File: config.mk
export PLATFORM = sky130hd
export DESIGN_NAME = fsm_driver_flat
export DESIGN_NICKNAME = d
export VERILOG_FILES = /design/src/rtl/fsm_driver_pkg.sv /design/src/rtl/fsm_driver_if.sv /design/src/rtl/fsm_driver_cyc_timer.sv /design/src/rtl/fsm_driver.sv /design/src/flat_wrapper.sv
export SDC_FILE = /design/constraint.sdc
export NUM_CORES = 1
export LEC_CHECK = 0
export ABC_AREA = 1
export CAP_MARGIN = 10
export CORE_ASPECT_RATIO = 0.8
export CORE_MARGIN = 2
export CORE_UTILIZATION = 33
export DETAILED_ROUTE_END_ITERATION = 16
export PLACE_DENSITY = 0.6
export SLEW_MARGIN = 5
export SYNTH_ARGS = -nofsm -noshare
export SYNTH_HDL_FRONTEND = slang
export SYNTH_HIERARCHICAL = 1
export SYNTH_SLANG_ARGS = --single-unit
File: constraint.sdc
create_clock -name clk -period 4.04 [get_ports clk]
set_clock_uncertainty 0.1 [all_clocks]
set_input_delay 0.808 -clock clk [delete_from_list [all_inputs] [get_ports clk]]
set_output_delay 0.808 -clock clk [all_outputs]
set_load 0.005 [all_outputs]
File: src/rtl/fsm_driver_pkg.sv
// rtl/fsm_driver_pkg.sv - shared types and constants for the peer FSM driver
package fsm_driver_pkg;

    localparam int CNT_W           = 8;
    localparam int HOLD_CYC_DEF    = 2;
    localparam int TIMEOUT_CYC_DEF = 16;

    typedef enum logic [2:0] {
        ST_IDLE      = 3'd0,
        ST_COIN      = 3'd1,
        ST_WAIT_UNLK = 3'd2,
        ST_START     = 3'd3,
        ST_WAIT_LOCK = 3'd4
    } state_t;

endpackage

File: src/rtl/fsm_driver_if.sv
// rtl/fsm_driver_if.sv - request/peer handshake bundle for the FSM driver
interface fsm_driver_if;
    import fsm_driver_pkg::*;

    logic             req;
    logic             abort;
    logic             lock;
    logic             unlock;
    logic             coin;
    logic             start;
    logic             busy;
    logic             done;
    logic             err;
    logic [CNT_W-1:0] txn_cnt;

    modport master (
        output req, abort, lock, unlock,
        input  coin, start, busy, done, err, txn_cnt
    );

    modport slave (
        input  req, abort, lock, unlock,
        output coin, start, busy, done, err, txn_cnt
    );

endinterface

File: src/rtl/fsm_driver_cyc_timer.sv
// rtl/fsm_driver_cyc_timer.sv - loadable saturating down-counter with expiry flag
module cyc_timer
    import fsm_driver_pkg::*;
(
    input  logic             clk,
    input  logic             rst,
    input  logic             load,
    input  logic [CNT_W-1:0] load_val,
    input  logic             en,
    output logic             expired
);

    logic [CNT_W-1:0] cnt_q;
    logic [CNT_W-1:0] cnt_d;

    // Load wins over counting so a new phase always starts from a full count.
    always_comb begin
        cnt_d = cnt_q;
        if (load) begin
            cnt_d = load_val;
        end else if (en && (cnt_q != '0)) begin
            cnt_d = cnt_q - 1'b1;
        end
    end

    always_ff @(posedge clk or posedge rst) begin
        if (rst) begin
            cnt_q <= '0;
        end else begin
            cnt_q <= cnt_d;
        end
    end

    assign expired = (cnt_q == '0);

endmodule

File: src/rtl/fsm_driver.sv
// rtl/fsm_driver.sv - drives a coin/start peer and waits for its unlock/lock replies
module fsm_driver
    import fsm_driver_pkg::*;
#(
    parameter bit MEALY_FSM   = 1'b0,
    parameter int HOLD_CYC    = HOLD_CYC_DEF,
    parameter int TIMEOUT_CYC = TIMEOUT_CYC_DEF
) (
    input  logic        clk,
    input  logic        rst,
    fsm_driver_if.slave bus
);

    if (HOLD_CYC < 1 || HOLD_CYC > 15 || TIMEOUT_CYC < 1 || TIMEOUT_CYC > 255 ||
        (MEALY_FSM != 1'b0 && MEALY_FSM != 1'b1)) begin : g_bad_param
        $error("fsm_driver: parameter out of range");
    end

    state_t           state_q, state_d;
    logic             coin_q, coin_d;
    logic             start_q, start_d;
    logic             busy_q, busy_d;
    logic             done_q, done_d;
    logic             err_q, err_d;
    logic             flag_q, flag_d;
    logic [CNT_W-1:0] txn_q, txn_d;

    logic fin_ok, fin_err;
    logic phase1, phase_load;
    logic hold_en, tmo_en;
    logic hold_exp, tmo_exp;

    always_ff @(posedge clk or posedge rst) begin
        if (rst) begin
            state_q <= ST_IDLE;
            coin_q  <= 1'b0;
            start_q <= 1'b0;
            busy_q  <= 1'b0;
            done_q  <= 1'b0;
            err_q   <= 1'b0;
            flag_q  <= 1'b0;
            txn_q   <= '0;
        end else begin
            state_q <= state_d;
            coin_q  <= coin_d;
            start_q <= start_d;
            busy_q  <= busy_d;
            done_q  <= done_d;
            err_q   <= err_d;
            flag_q  <= flag_d;
            txn_q   <= txn_d;
        end
    end

    // Abort beats a protocol error, which beats every phase event; within a
    // wait state a reply (sticky or same-cycle) beats the timeout.
    always_comb begin
        state_d = state_q;
        fin_ok  = 1'b0;
        fin_err = 1'b0;
        if (state_q != ST_IDLE && bus.abort) begin
            state_d = ST_IDLE;
        end else if (state_q != ST_IDLE && bus.lock && bus.unlock) begin
            state_d = ST_IDLE;
            fin_err = 1'b1;
        end else begin
            case (state_q)
                ST_IDLE:      if (bus.req) state_d = ST_COIN;
                ST_COIN:      if (hold_exp) state_d = ST_WAIT_UNLK;
                ST_WAIT_UNLK: begin
                    if (flag_q || bus.unlock) begin
                        state_d = ST_START;
                    end else if (tmo_exp) begin
                        state_d = ST_IDLE;
                        fin_err = 1'b1;
                    end
                end
                ST_START:     if (hold_exp) state_d = ST_WAIT_LOCK;
                ST_WAIT_LOCK: begin
                    if (flag_q || bus.lock) begin
                        state_d = ST_IDLE;
                        fin_ok  = 1'b1;
                    end else if (tmo_exp) begin
                        state_d = ST_IDLE;
                        fin_err = 1'b1;
                    end
                end
                default:      state_d = ST_IDLE;
            endcase
        end
    end

    // Outputs are registered from the next state so coin/start never see a
    // combinational path from the peer's replies.
    always_comb begin
        phase1     = (state_q == ST_COIN) || (state_q == ST_WAIT_UNLK);
        phase_load = ((state_d == ST_COIN)  && (state_q != ST_COIN)) ||
                     ((state_d == ST_START) && (state_q != ST_START));
        hold_en    = (state_q == ST_COIN) || (state_q == ST_START);
        tmo_en     = (state_q != ST_IDLE);
        coin_d     = (state_d == ST_COIN);
        start_d    = (state_d == ST_START);
        busy_d     = (state_d != ST_IDLE);
        done_d     = fin_ok;
        err_d      = fin_err;
        txn_d      = fin_ok ? txn_q + 1'b1 : txn_q;
        if (phase_load || (state_d == ST_IDLE)) begin
            flag_d = 1'b0;
        end else begin
            flag_d = flag_q | (phase1 ? bus.unlock : bus.lock);
        end
    end

    cyc_timer u_hold (
        .clk      (clk),
        .rst      (rst),
        .load     (phase_load),
        .load_val (CNT_W'(HOLD_CYC - 1)),
        .en       (hold_en),
        .expired  (hold_exp)
    );

    cyc_timer u_tmo (
        .clk      (clk),
        .rst      (rst),
        .load     (phase_load),
        .load_val (CNT_W'(TIMEOUT_CYC - 1)),
        .en       (tmo_en),
        .expired  (tmo_exp)
    );

    assign bus.coin    = coin_q;
    assign bus.start   = start_q;
    assign bus.busy    = busy_q;
    assign bus.done    = done_q;
    assign bus.err     = err_q;
    assign bus.txn_cnt = txn_q;

endmodule

File: src/flat_wrapper.sv
// flat-port wrapper written by rule: the top's interface ports become plain ports
module fsm_driver_flat import fsm_driver_pkg::*;
#(
    parameter bit MEALY_FSM   = 1'b0,
    parameter int HOLD_CYC    = HOLD_CYC_DEF,
    parameter int TIMEOUT_CYC = TIMEOUT_CYC_DEF
)
  (clk, rst, bus_req, bus_abort, bus_lock, bus_unlock, bus_coin, bus_start, bus_busy, bus_done, bus_err, bus_txn_cnt);
  fsm_driver_if bus_i ();
  input  logic clk;
  input  logic rst;
  input wire logic [$bits(bus_i.req)-1:0] bus_req;
  input wire logic [$bits(bus_i.abort)-1:0] bus_abort;
  input wire logic [$bits(bus_i.lock)-1:0] bus_lock;
  input wire logic [$bits(bus_i.unlock)-1:0] bus_unlock;
  output wire logic [$bits(bus_i.coin)-1:0] bus_coin;
  output wire logic [$bits(bus_i.start)-1:0] bus_start;
  output wire logic [$bits(bus_i.busy)-1:0] bus_busy;
  output wire logic [$bits(bus_i.done)-1:0] bus_done;
  output wire logic [$bits(bus_i.err)-1:0] bus_err;
  output wire logic [$bits(bus_i.txn_cnt)-1:0] bus_txn_cnt;
  assign bus_i.req = bus_req;
  assign bus_i.abort = bus_abort;
  assign bus_i.lock = bus_lock;
  assign bus_i.unlock = bus_unlock;
  assign bus_coin = bus_i.coin;
  assign bus_start = bus_i.start;
  assign bus_busy = bus_i.busy;
  assign bus_done = bus_i.done;
  assign bus_err = bus_i.err;
  assign bus_txn_cnt = bus_i.txn_cnt;
  fsm_driver #(.MEALY_FSM(MEALY_FSM), .HOLD_CYC(HOLD_CYC), .TIMEOUT_CYC(TIMEOUT_CYC)) u_core (.clk(clk), .rst(rst), .bus(bus_i));
endmodule
# Word-level counts from Yosys, hierarchy flattened
# Cells that the tools add are included.
word_totals:
  input_bits: 6
  wordCells: 70
  output_inout_bits: 13
  ff_bits: 33
op_classes:
  eq_ne: 8
  n_addsub: 3
  n_reduce_logical: 23
  bitwise: 1
  n_mux: 25
op_table:
  columns: ["cell", "n"]
  rows:
  - ["2-to-1 mux 8 bit", 4]
  - ["2-to-1 mux 3 bit", 8]
  - ["zero test 8 bit", 2]
  - ["nonzero test 8 bit", 2]
  - ["subtractor 8 x 1 -> 8 bit (second input constant)", 2]
  - ["case mux 3 bit (5 select lines)", 1]
  - ["2-to-1 mux 1 bit", 11]
  - ["== test 3 x 2 -> 1 bit (second input constant)", 3]
  - ["adder 8 x 1 -> 8 bit (second input constant)", 1]
  - ["logical AND 1 bit", 7]
  - ["== test 3 x 1 -> 1 bit (second input constant)", 2]
  - ["zero test 3 bit", 2]
  - ["logical OR 1 bit", 6]
  - ["nonzero test 3 bit", 2]
  - ["nonzero test 2 bit", 2]
  - ["== test 3 bit (second input constant)", 1]
  - ["inequality test 3 x 1 -> 1 bit (second input constant)", 1]
  - ["inequality test 3 x 2 -> 1 bit (second input constant)", 1]
  - ["case mux 1 bit (2 select lines)", 1]
  - ["bitwise OR 1 bit", 1]

# Logic depth before layout (Yosys ltp)
# Gate-level depths: netlist of run 1.
logic_depth:
  ltp_word: 11
  depth_mapped: 18
  mapped_depth_nobuf: 17

# Modules after synthesis
# The synthesis of run 1 kept the hierarchy.
by_module_without_submodules:
  columns: ["mod", "area_per_inst_um2", "cells_each", "n_inst"]
  rows:
  - ["cyc_timer", 633.1, 91, 2]
  - ["fsm_driver", 942.2, 122, 1]

# Worst setup path after synthesis of run 1
# Ideal clock, no wire load.
synth_path:
  kind: "reg-to-reg"
  startpoint: "reg u_core.u_hold.cnt_q[0]"
  endpoint: "reg u_core.u_hold.cnt_q[1]"
  t_required_ns: 3.822
  path_slack_ns: 1.748
  setup_time_ns: 0.118
  arrival_time_ns: 2.074
  path_stages_with_launch: 17
  cell_sequence: "dfrtp_1 > inv_1 > ha_1 > nand2_1 > nor2_1 > nand2_1 > inv_1 > nand2_1 > nand2_1 > inv_1 > nand2_1 > nand4_1 > nand2_1 > clkbuf_1 > o21ai_0 > nand2_1 > o21ai_2"
synth_between:
  elab_chain_cells: 9
  word_cells_on_any_way: 17
  cone_classes: "add/sub (1); eq/ne (2); mux (7); reduce/logical (7)"
synth_rtl:
  columns: ["element", "line_no", "source"]
  rows:
  - ["start, declared", "fsm_driver_cyc_timer.sv:13", "logic [CNT_W-1:0] cnt_q;"]
  - ["start signal, assigned", "fsm_driver_cyc_timer.sv:30", "cnt_q <= cnt_d;"]
  - ["zero test 8 bit (*)", "fsm_driver_cyc_timer.sv:34", "assign expired = (cnt_q == '0);"]
  - ["via u_core.hold_exp", "fsm_driver.sv:31", "logic hold_exp, tmo_exp;"]
  - ["2-to-1 mux 3 bit (on tied branches)", "fsm_driver.sv:78, fsm_driver.sv:69", null]
  - ["case mux 3 bit (5 select lines) (*)", "fsm_driver.sv:67", "case (state_q)"]
  - ["2-to-1 mux 3 bit (*)", "fsm_driver.sv:63", "end else if (state_q != ST_IDLE && bus.lock && bus.unlock) begin"]
  - ["2-to-1 mux 3 bit (*)", "fsm_driver.sv:61", "if (state_q != ST_IDLE && bus.abort) begin"]
  - ["== test 3 x 1 -> 1 bit or == test 3 x 2 -> 1 bit (tied branches)", "fsm_driver.sv:97, fsm_driver.sv:98", null]
  - ["logical AND 1 bit (on tied branches)", "fsm_driver.sv:97, fsm_driver.sv:98", null]
  - ["logical OR 1 bit (*)", "fsm_driver.sv:97", "phase_load = ((state_d == ST_COIN) && (state_q != ST_COIN)) ||"]
  - ["via u_core.phase_load", "fsm_driver.sv:29", "logic phase1, phase_load;"]
  - ["2-to-1 mux 8 bit or nonzero test 2 bit (tied branches)", null, null]
# Mark *: on every way through the listed nets, which the timed path passes. The rest lies on a longest branch. The select of a mux whose other input is x is not followed.
# A chain may end at the register's enable or synchronous reset.

# Final worst setup path of run 1
layout_path:
  startpoint: "reg u_core.u_hold.cnt_q[0]"
  endpoint: "reg u_core.u_tmo.cnt_q[5]"
layout_between:
  elab_chain_cells: 9
  word_cells_on_any_way: 13
  cone_classes: "eq/ne (2); mux (6); reduce/logical (5)"
layout_rtl:
  columns: ["element", "line_no"]
  rows:
  - ["zero test 8 bit (*)", "fsm_driver_cyc_timer.sv:34"]
  - ["via u_core.hold_exp", "fsm_driver.sv:31"]
  - ["2-to-1 mux 3 bit (on tied branches)", "fsm_driver.sv:78, fsm_driver.sv:69"]
  - ["case mux 3 bit (5 select lines) (*)", "fsm_driver.sv:67"]
  - ["2-to-1 mux 3 bit (*)", "fsm_driver.sv:63"]
  - ["2-to-1 mux 3 bit (*)", "fsm_driver.sv:61"]
  - ["== test 3 x 1 -> 1 bit or == test 3 x 2 -> 1 bit (tied branches)", "fsm_driver.sv:97, fsm_driver.sv:98"]
  - ["logical AND 1 bit (on tied branches)", "fsm_driver.sv:97, fsm_driver.sv:98"]
  - ["logical OR 1 bit (*)", "fsm_driver.sv:97"]
  - ["via u_core.phase_load", "fsm_driver.sv:29"]
  - ["2-to-1 mux 8 bit or nonzero test 2 bit (tied branches)", null]
  - ["end signal, assigned", "fsm_driver_cyc_timer.sv:30"]
  - ["end, declared", "fsm_driver_cyc_timer.sv:13"]
# Mark *: on every way through the listed nets, which the timed path passes. The rest lies on a longest branch.

==> results.json, run 1 <==
{
  "status": "complete, no violations",
  "stdcell_area_um2": 2620,
  "cts_tree": "built",
  "ys_types": 27,
  "place_ws_ns": 0.904,
  "r2r-end": "u_core/u_tmo/cnt_q[5]$_DFFE_PP0P_",
  "cts_num_sinks": 33,
  "r2r_cells": 16,
  "avgSynthCellArea_um2": 7.26,
  "grt_max_degree": 18,
  "wire_per_inst_um": 10.9,
  "initial_core_util_pct": 34.3,
  "worst-setup-path-type": "register to register",
  "fp.dieH_um": 77.2,
  "seq_area_frac_synth_pct": 37.4,
  "drv_cap": 0,
  "path_max_fanout": 14,
  "crit_end": "u_core/u_tmo/cnt_q[5]$_DFFE_PP0P_",
  "cp-start-kind": "register",
  "max_freq_mhz": 339,
  "crit_chain": "inv_1, ha_1, nand2_1, nor2_1, nand2_1, inv_1, nand2_1, nand2_1, inv_1, nand2_1, nand4_1, nand2_1, inv_1, or2_2, nand3_2, nand2_1",
  "cellPowerDensity_nw_per_um2": 679,
  "drtIter0Drc": 72,
  "min_path_cells": 1,
  "cts-root-buf": "clkbuf_8",
  "postLayoutSetupSlackWorst_ns": 1.09,
  "synthCells": 304,
  "startpoint": "u_core/u_hold/cnt_q[0]$_DFFE_PP0P_",
  "setup_viol": 0,
  "die_w_um": 95.5,
  "die_area_um2": 7370,
  "gp_congestion": 0.848,
  "period_needed_ns": 2.95,
  "maxSlewHeadroom_pct": 56.4,
  "final.period_utilization_pct": 73.0,
  "required_ns": 4.12,
  "yosys_warnings": 6,
  "max_stage_delay_ns": 0.37,
  "dr_total_vias": 1875,
  "insertion_delay_ns": 0.29,
  "cts_buffers": 5,
  "worst_pin_slew_ns": 0.653,
  "hold_viol": 0,
  "drc": 0,
  "first_pass_iters": 4,
  "core_area_um2": 6440,
  "netlist_area_um2": 2210,
  "rows": 26,
  "clockBufferDepth": 2,
  "cpMaxStageDelayCell": "dfrtp_1",
  "finalWirelength_um": 4610,
  "grt_pass1_wl_um": 7910,
  "hp-class": "register to register",
  "fin_nets": 350,
  "r2r-start": "u_core/u_hold/cnt_q[0]$_DFFE_PP0P_",
  "grt_pass1_vias": 1719,
  "io_buffers": 18,
  "drive_gt1_share_pct": 13.5,
  "placed_area_um2": 2530,
  "clk_pin_slew_ns": 0.08,
  "synth_seq_cells": 33,
  "route.antenna.remaining_nets": 0,
  "area_growth_pct": 18.5,
  "drt-vias-per-instance": 4.42,
  "rsz0062_at_grt": "no",
  "whs_ns": 0.420,
  "detailed_place_hpwl_um": 3470,
  "leakage_nw": 1.36,
  "r2r_slack_ns": 1.09,
  "cts-hold-fix-buffers": 0,
  "arrival_ns": 3.03,
  "gr-total-overflow": 0,
  "h-tree-depth": 2,
  "postCtsSetupBuffers": 0,
  "grt_util_all_layers_pct": 13.6,
  "peakVddDrop_v": 0.000290,
  "post_cts_resized": 0,
  "antenna_found_initial": 0,
  "io_pins": 19,
  "n_antenna_cell": 0,
  "setup_tns_ns": 0,
  "end_kind": "register",
  "crit_top_cell": "nand2_1",
  "finalMaxSlewViolations": 0
}
[sequential cells by signal (all words and copies together), names as in the netlist]
register / flops
u_core/state_q: 3
u_core/u_tmo/cnt_q: 8
u_core/bus.busy: 1
u_core/flag_q: 1
u_core/u_hold/cnt_q: 8
u_core/bus.err: 1
u_core/bus.done: 1
u_core/bus.txn_cnt: 8
u_core/bus.coin: 1
u_core/bus.start: 1
[critical path, delay by kind of cell, from the launching register on]
family	cells	cell delay [ns]
buffers and inverters	4	0.59
DFF	1	0.37
and+or+nand+nor	11	1.58
adders and majority gates	1	0.21
[cells in the mapped netlist]
| cell | instances | area, µm² |
|---|---|---|
| nand2_4 | 5 | 56.3 |
| nor3_1 | 3 | 15.0 |
| buf_2 | 3 | 15.0 |
| nand3_2 | 3 | 30.0 |
| or2_2 | 2 | 12.5 |
| xor2_1 | 3 | 26.3 |
| a22oi_1 | 1 | 7.51 |
| xnor2_1 | 7 | 61.3 |
| nand4_1 | 3 | 18.8 |
| inv_2 | 4 | 15.0 |
| o21ai_1 | 1 | 5.00 |
| nor2_2 | 4 | 25.0 |
| nand3b_1 | 2 | 15.0 |
| nor2_1 | 22 | 82.6 |
| o21ai_4 | 2 | 32.5 |
| nand2_1 | 98 | 368 |
| nand3_1 | 34 | 170 |
| nand2_2 | 3 | 18.8 |
| o21ai_2 | 7 | 61.3 |
| o21ai_0 | 10 | 50.1 |
| dfrtp_1 | 33 | 826 |
| conb_1 | 2 | 7.51 |
| ha_1 | 5 | 62.6 |
| inv_1 | 38 | 143 |
| clkbuf_1 | 2 | 7.51 |
| a21oi_2 | 1 | 8.76 |
| nor2_4 | 6 | 67.6 |
[placed cells by master, fill, tap and decap left out, drive strengths merged]
cell	n
buf	1
clkinv	2
dfrtp	33
a21oi	1
nand2	106
nor3	3
xnor2	7
nand3	37
o21ai	20
nand4	3
nand3b	2
clkbuf	5
clkinvlp	1
conb	16
or2	2
ha	5
clkdlybuf4s50	18
nor2	32
xor2	3
inv	42
a22oi	1
[stage by stage]
stage	std cells	power, mW	utilization (%)
floorplan	318	1.32	-
global route	424	1.96	40.6
finish	424	1.78	40.6
detailed placement	416	1.52	39.3
global placement	416	1.51	39.3
CTS	424	1.79	40.6
[power breakdown]
part	switching, mW	internal [mW]
Combinational	0.599	0.361
Clock	0.134	0.119
Sequential	0.123	0.441
Total	0.857	0.921
[per-layer routing]
metal	routed length, µm	track usage [%]	vias to the layer above	part of all wire [%]
met3	240	3.54	6	5.2
met5	0	0	-	0
li1	-	-	1004	-
met2	1810	18.7	40	39
met4	64	4.71	0	1.4
met1	2500	20.4	825	54
[logic make-up (layout without fill, tap and decap cells)]
kind of cell / after synthesis / after routing / synth area share, %
simple gates: 185 / 185 / 39.8
buf+inv: 47 / 69 / 8.16
fa+ha+maj: 5 / 5 / 2.83
compound gates: 22 / 22 / 7.48
xor+xnor: 10 / 10 / 3.97
flops: 33 / 33 / 37.4
other cells: 2 / 16 / 0.340
[how the worst min path moves through the flow]
stage	slack, ns	startpoint	endpoint
2_1_floorplan	0.40	u_core/bus.txn_cnt[2]$_DFFE_PP0P_	u_core/bus.txn_cnt[2]$_DFFE_PP0P_
3_3_place_gp	0.41	u_core/bus.txn_cnt[5]$_DFFE_PP0P_	u_core/bus.txn_cnt[5]$_DFFE_PP0P_
3_5_place_dp	0.41	u_core/bus.txn_cnt[4]$_DFFE_PP0P_	u_core/bus.txn_cnt[4]$_DFFE_PP0P_
4_1_cts	0.42	u_core/bus.txn_cnt[4]$_DFFE_PP0P_	u_core/bus.txn_cnt[4]$_DFFE_PP0P_
5_1_grt	0.46	u_core/bus.txn_cnt[2]$_DFFE_PP0P_	u_core/bus.txn_cnt[2]$_DFFE_PP0P_
6_report	0.42	u_core/bus.txn_cnt[4]$_DFFE_PP0P_	u_core/bus.txn_cnt[4]$_DFFE_PP0P_
[cell type report]
type | count | area [µm²]
Fill cell | 666 | 3820
Multi-Input combinational cell | 238 | 1250
Sequential cell | 33 | 826
Timing Repair Buffer | 19 | 188
Inverter | 42 | 158
Tap cell | 84 | 105
Clock buffer | 5 | 68.8
Clock inverter | 3 | 17.5
Power figures use the tool's default switching activity.
==> run 2, diff against run 1 <==
Clock period 4.04 ns to 3 ns, I/O delays scaled along.
==> results.json, run 2 (synthesized netlist as in run 1, its figures left out) <==
{
  "grt_pass1_vias": 1742,
  "setup_tns_ns": 0,
  "r2r-start": "u_core/u_hold/cnt_q[0]$_DFFE_PP0P_",
  "io_buffers": 18,
  "fp.dieH_um": 77.2,
  "rsz0062_at_grt": "no",
  "rows": 26,
  "die_w_um": 95.5,
  "swShare_pct": 47.6,
  "p_seq_share_pct": 31.7,
  "cts_tree": "built",
  "setup_viol": 0,
  "fin_nets": 354,
  "post_cts_resized": 0,
  "num-fill-cells": 669,
  "postCtsSetupBuffers": 0,
  "p_sw_mw": 1.15,
  "path_max_fanout": 6,
  "clk_pin_slew_ns": 0.08,
  "drv_cap": 0,
  "crit_top_cell": "nand2_1",
  "route.antenna.remaining_nets": 0,
  "p_int_mw": 1.26,
  "gr-total-overflow": 0,
  "seq_area_um2": 826,
  "r2r-end": "u_core/u_tmo/cnt_q[5]$_DFFE_PP0P_",
  "r2r_cells": 16,
  "initial_core_util_pct": 34.3,
  "io_pins": 19,
  "max_freq_mhz": 384,
  "hold_start": "u_core/bus.txn_cnt[3]$_DFFE_PP0P_",
  "hp-class": "register to register",
  "clockBufferDepth": 2,
  "leakage_nw": 1.38,
  "crit_buf_inv": 4,
  "critPathTopFamily": "simple AND/OR/NAND/NOR gates",
  "gp_congestion": 0.845,
  "drt-vias-per-instance": 4.40,
  "final.period_utilization_pct": 86.7,
  "grt_use_met3_pct": 3.05,
  "layout_commonest_cell": "nand2_1",
  "drive_gt1_share_pct": 14.2,
  "cts-hold-fix-buffers": 0,
  "hold_viol": 0,
  "grt_max_degree": 18,
  "cts-root-buf": "clkbuf_8",
  "period_needed_ns": 2.60,
  "finalWirelength_um": 4610,
  "core_area_um2": 6440,
  "area_growth_pct": 19.7,
  "required_ns": 3.08,
  "p_clk_share_pct": 13.8,
  "wire_per_inst_um": 10.8,
  "antenna_found_initial": 0,
  "maxSlewHeadroom_pct": 56.0,
  "first_pass_iters": 4,
  "insertion_delay_ns": 0.29,
  "multiInputGateArea_um2": 1250,
  "hold_end": "u_core/bus.txn_cnt[3]$_DFFE_PP0P_",
  "die_area_um2": 7370,
  "worst_pin_slew_ns": 0.660,
  "cellPowerDensity_nw_per_um2": 912,
  "detailed_place_hpwl_um": 3480,
  "grt_util_all_layers_pct": 13.7,
  "p_total_mw": 2.41,
  "cts_num_sinks": 33,
  "drc": 0,
  "grt_pass1_wl_um": 7980,
  "grt_util_met2_pct": 19.3,
  "postLayoutSetupSlackWorst_ns": 0.398,
  "max_stage_delay_ns": 0.37,
  "most-common-layout-cells": "nand2_1, inv_1, nand3_1",
  "cpMaxStageDelayCell": "dfrtp_1",
  "cp-start-kind": "register",
  "h-tree-depth": 2,
  "busiest_layer": "met1",
  "min_path_cells": 1,
  "met1_usage_pct": 20.0,
  "r2r_slack_ns": 0.40,
  "status": "complete, no violations",
  "drtIter0Drc": 97,
  "arrival_ns": 2.68,
  "finalMaxSlewViolations": 0,
  "p_comb_share_pct": 54.5,
  "n_antenna_cell": 0,
  "worst-setup-path-type": "register to register",
  "cts_buffers": 5,
  "place_ws_ns": 0.397,
  "dr_total_vias": 1885,
  "crit_chain": "inv_1, ha_1, nand2_1, nor2_1, nand2_1, inv_1, nand2_1, nand2_1, inv_1, nand2_1, nand4_1, nand2_1, inv_1, or2_2, nand3_2, nand2_1",
  "peakVddDrop_v": 0.000300,
  "end_kind": "register"
}
==> run 2: cell type report <==
type | instances | area share, %
well taps | 84 | 3.98
multi-input cells | 238 | 47.5
clock buffers | 6 | 2.74
repair buffers | 23 | 8.23
flip-flops and latches | 33 | 31.2
clock inverters | 2 | 0.379
inverters | 42 | 5.96
==> run 2: metrics by stage <==
step,util (%),instance area (µm²),cells,hold slack [ns]
2_1_floorplan,-,2260,318,0.316
3_3_place_gp,39.8,2560,420,0.409
3_5_place_dp,39.8,2560,420,0.412
4_1_cts,41.0,2640,428,0.424
5_1_grt,41.0,2640,428,0.451
6_report,41.0,2640,428,0.421
==> run 2: power by group through the flow <==
| stage | Sequential (mW) | Combinational [mW] | Clock, mW |
|---|---|---|---|
| after floorplan | 0.735 | 1.04 | 0 |
| after global placement | 0.768 | 1.29 | 0 |
| after detailed placement | 0.767 | 1.31 | 0 |
| after CTS | 0.762 | 1.32 | 0.347 |
| after global routing | 0.781 | 1.51 | 0.362 |
| final | 0.764 | 1.31 | 0.334 |
==> run 2: routing by layer <==
layer  share of wire, %  wire length (µm)
met4                1.3                61
met3                4.1               188
met2                 42              1930
met5                  0                 0
met1                 53              2430
==> run 2: worst max path at each step <==
stage	from	slack, ns	cells after the start	end
6_report	u_core/u_hold/cnt_q[0]$_DFFE_PP0P_	0.40	16	u_core/u_tmo/cnt_q[5]$_DFFE_PP0P_
3_3_place_gp	bus_unlock	0.40	11	u_core/u_hold/cnt_q[7]$_DFFE_PP0P_
4_1_cts	u_core/u_hold/cnt_q[0]$_DFFE_PP0P_	0.42	16	u_core/u_tmo/cnt_q[5]$_DFFE_PP0P_
3_5_place_dp	bus_unlock	0.40	11	u_core/u_hold/cnt_q[3]$_DFFE_PP0P_
2_1_floorplan	u_core/u_hold/cnt_q[0]$_DFFE_PP0P_	0.71	16	u_core/u_hold/cnt_q[1]$_DFFE_PP0P_
5_1_grt	u_core/u_hold/cnt_q[0]$_DFFE_PP0P_	0.17	18	u_core/u_hold/cnt_q[6]$_DFFE_PP0P_
==> run 3, diff against run 2 <==
Settings changed: CAP_MARGIN 10 to default, CORE_UTILIZATION 33 to 35, PLACE_DENSITY 0.6 to 0.63.
==> results.json, run 3 (synthesized netlist as in run 1, its figures left out) <==
{
  "rows": 25,
  "p_comb_share_pct": 54.8,
  "stdcell_area_um2": 2650,
  "clockBufferDepth": 2,
  "io_pins": 19,
  "route.antenna.remaining_nets": 0,
  "worst-setup-path-type": "register to register",
  "path_max_fanout": 8,
  "cellPowerDensity_nw_per_um2": 913,
  "io_buffers": 18,
  "grt_pass1_vias": 1711,
  "arrival_ns": 2.74,
  "cts-root-buf": "clkbuf_8",
  "hp-class": "register to register",
  "cp-start-kind": "register",
  "dr_total_vias": 1901,
  "cts_tree": "built",
  "drv_cap": 0,
  "grt_util_all_layers_pct": 14.1,
  "n_antenna_cell": 0,
  "fp.dieH_um": 75.0,
  "drt-vias-per-instance": 4.46,
  "insertion_delay_ns": 0.28,
  "rsz0062_at_grt": "no",
  "postLayoutSetupSlackWorst_ns": 0.340,
  "drtIter0Drc": 100,
  "setup_viol": 0,
  "utilization_pct": 44.1,
  "grt_max_degree": 18,
  "place_ws_ns": 0.273,
  "clk_pin_slew_ns": 0.07,
  "finalWirelength_um": 4540,
  "cts-hold-fix-buffers": 0,
  "multiInputGateArea_um2": 1250,
  "core_area_um2": 6010,
  "first_pass_iters": 4,
  "gp_congestion": 0.858,
  "most-common-layout-cells": "nand2_1, inv_1, nand3_1",
  "period_needed_ns": 2.66,
  "worst_pin_slew_ns": 0.689,
  "peakVddDrop_v": 0.000296,
  "swShare_pct": 47.5,
  "required_ns": 3.08,
  "hold_viol": 0,
  "maxSlewHeadroom_pct": 54.0,
  "num-fill-cells": 633,
  "final.period_utilization_pct": 88.7,
  "die_w_um": 92.8,
  "antenna_found_initial": 0,
  "drive_gt1_share_pct": 14.8,
  "postCtsSetupBuffers": 0,
  "p_clk_share_pct": 13.7,
  "finalMaxSlewViolations": 0,
  "seq_area_um2": 826,
  "h-tree-depth": 2,
  "detailed_place_hpwl_um": 3480,
  "cts_num_sinks": 33,
  "p_int_mw": 1.27,
  "layout_commonest_cell": "nand2_1",
  "p_seq_share_pct": 31.5,
  "end_kind": "register",
  "setup_tns_ns": 0,
  "area_growth_pct": 20.1,
  "drc": 0,
  "gr-total-overflow": 0,
  "initial_core_util_pct": 36.8,
  "placed_area_um2": 2560,
  "die_area_um2": 6960,
  "p_total_mw": 2.42,
  "grt_pass1_wl_um": 7860,
  "fin_nets": 355,
  "p_sw_mw": 1.15,
  "leakage_nw": 1.38,
  "status": "complete, no violations",
  "wire_per_inst_um": 10.7,
  "cts_buffers": 5,
  "post_cts_resized": 0,
  "max_freq_mhz": 376
}
## run 3: path summary, 6_finish.rpt
kind / startpoint / to / slack, ns / cells past startpoint
max: u_core/u_hold/cnt_q[1]$_DFFE_PP0P_ / u_core/u_tmo/cnt_q[6]$_DFFE_PP0P_ / 0.34 / 18
min: u_core/bus.txn_cnt[5]$_DFFE_PP0P_ / u_core/bus.txn_cnt[5]$_DFFE_PP0P_ / 0.42 / 1
max reg2reg: u_core/u_hold/cnt_q[1]$_DFFE_PP0P_ / u_core/u_tmo/cnt_q[6]$_DFFE_PP0P_ / 0.34 / 18
min reg2reg: u_core/bus.txn_cnt[5]$_DFFE_PP0P_ / u_core/bus.txn_cnt[5]$_DFFE_PP0P_ / 0.42 / 1
max in group asynchronous: rst / u_core/bus.busy$_DFF_PP0_ / 1.67 / 2
min in group asynchronous: rst / u_core/u_hold/cnt_q[4]$_DFFE_PP0P_ / 0.54 / 2
## run 3: power groups by stage
stage                     logic, mW  registers [mW]  clock network [mW]
after floorplan                1.04           0.735                   0
after global placement         1.30           0.767                   0
after detailed placement       1.33           0.769                   0
after CTS                      1.33           0.762               0.345
after global routing           1.53           0.788               0.363
final                          1.33           0.763               0.332
## run 3: final cells by class
cell class                      count  share of cell area (%)
Clock inverter                      3                   0.661
Tap cell                           81                    3.82
Inverter                           42                    5.95
Clock buffer                        5                    2.60
Multi-Input combinational cell    238                    47.3
Timing Repair Buffer               24                    8.49
Sequential cell                    33                    31.1
## run 3: worst max-delay path, stage by stage (launching register included)
cell and delay (ns):
dfrtp_1 0.38, inv_1 0.11, ha_1 0.18, nand2_1 0.12, nor2_1 0.26, nand2_1 0.13
inv_1 0.07, nand2_1 0.04, nand2_1 0.07, inv_1 0.04, nand2_1 0.08, nand4_1 0.10
nand2_1 0.22, inv_1 0.20, buf_4 0.20, nand3_1 0.09, nand2_1 0.05, nand2_1 0.06
nand2_1 0.05
## run 3: through the flow
stage | std cells | hold slack (ns)
2_1_floorplan | 318 | 0.316
3_3_place_gp | 418 | 0.409
3_5_place_dp | 418 | 0.408
4_1_cts | 426 | 0.424
5_1_grt | 426 | 0.452
6_report | 426 | 0.423
## run 3: metal layers
metal | track usage [%] | routed length, µm | vias to the layer above
met5 | 0 | 0 | -
met4 | 2.45 | 33 | 0
met3 | 3.40 | 185 | 5
met2 | 21.7 | 1910 | 37
met1 | 20.7 | 2410 | 844
li1 | - | - | 1015
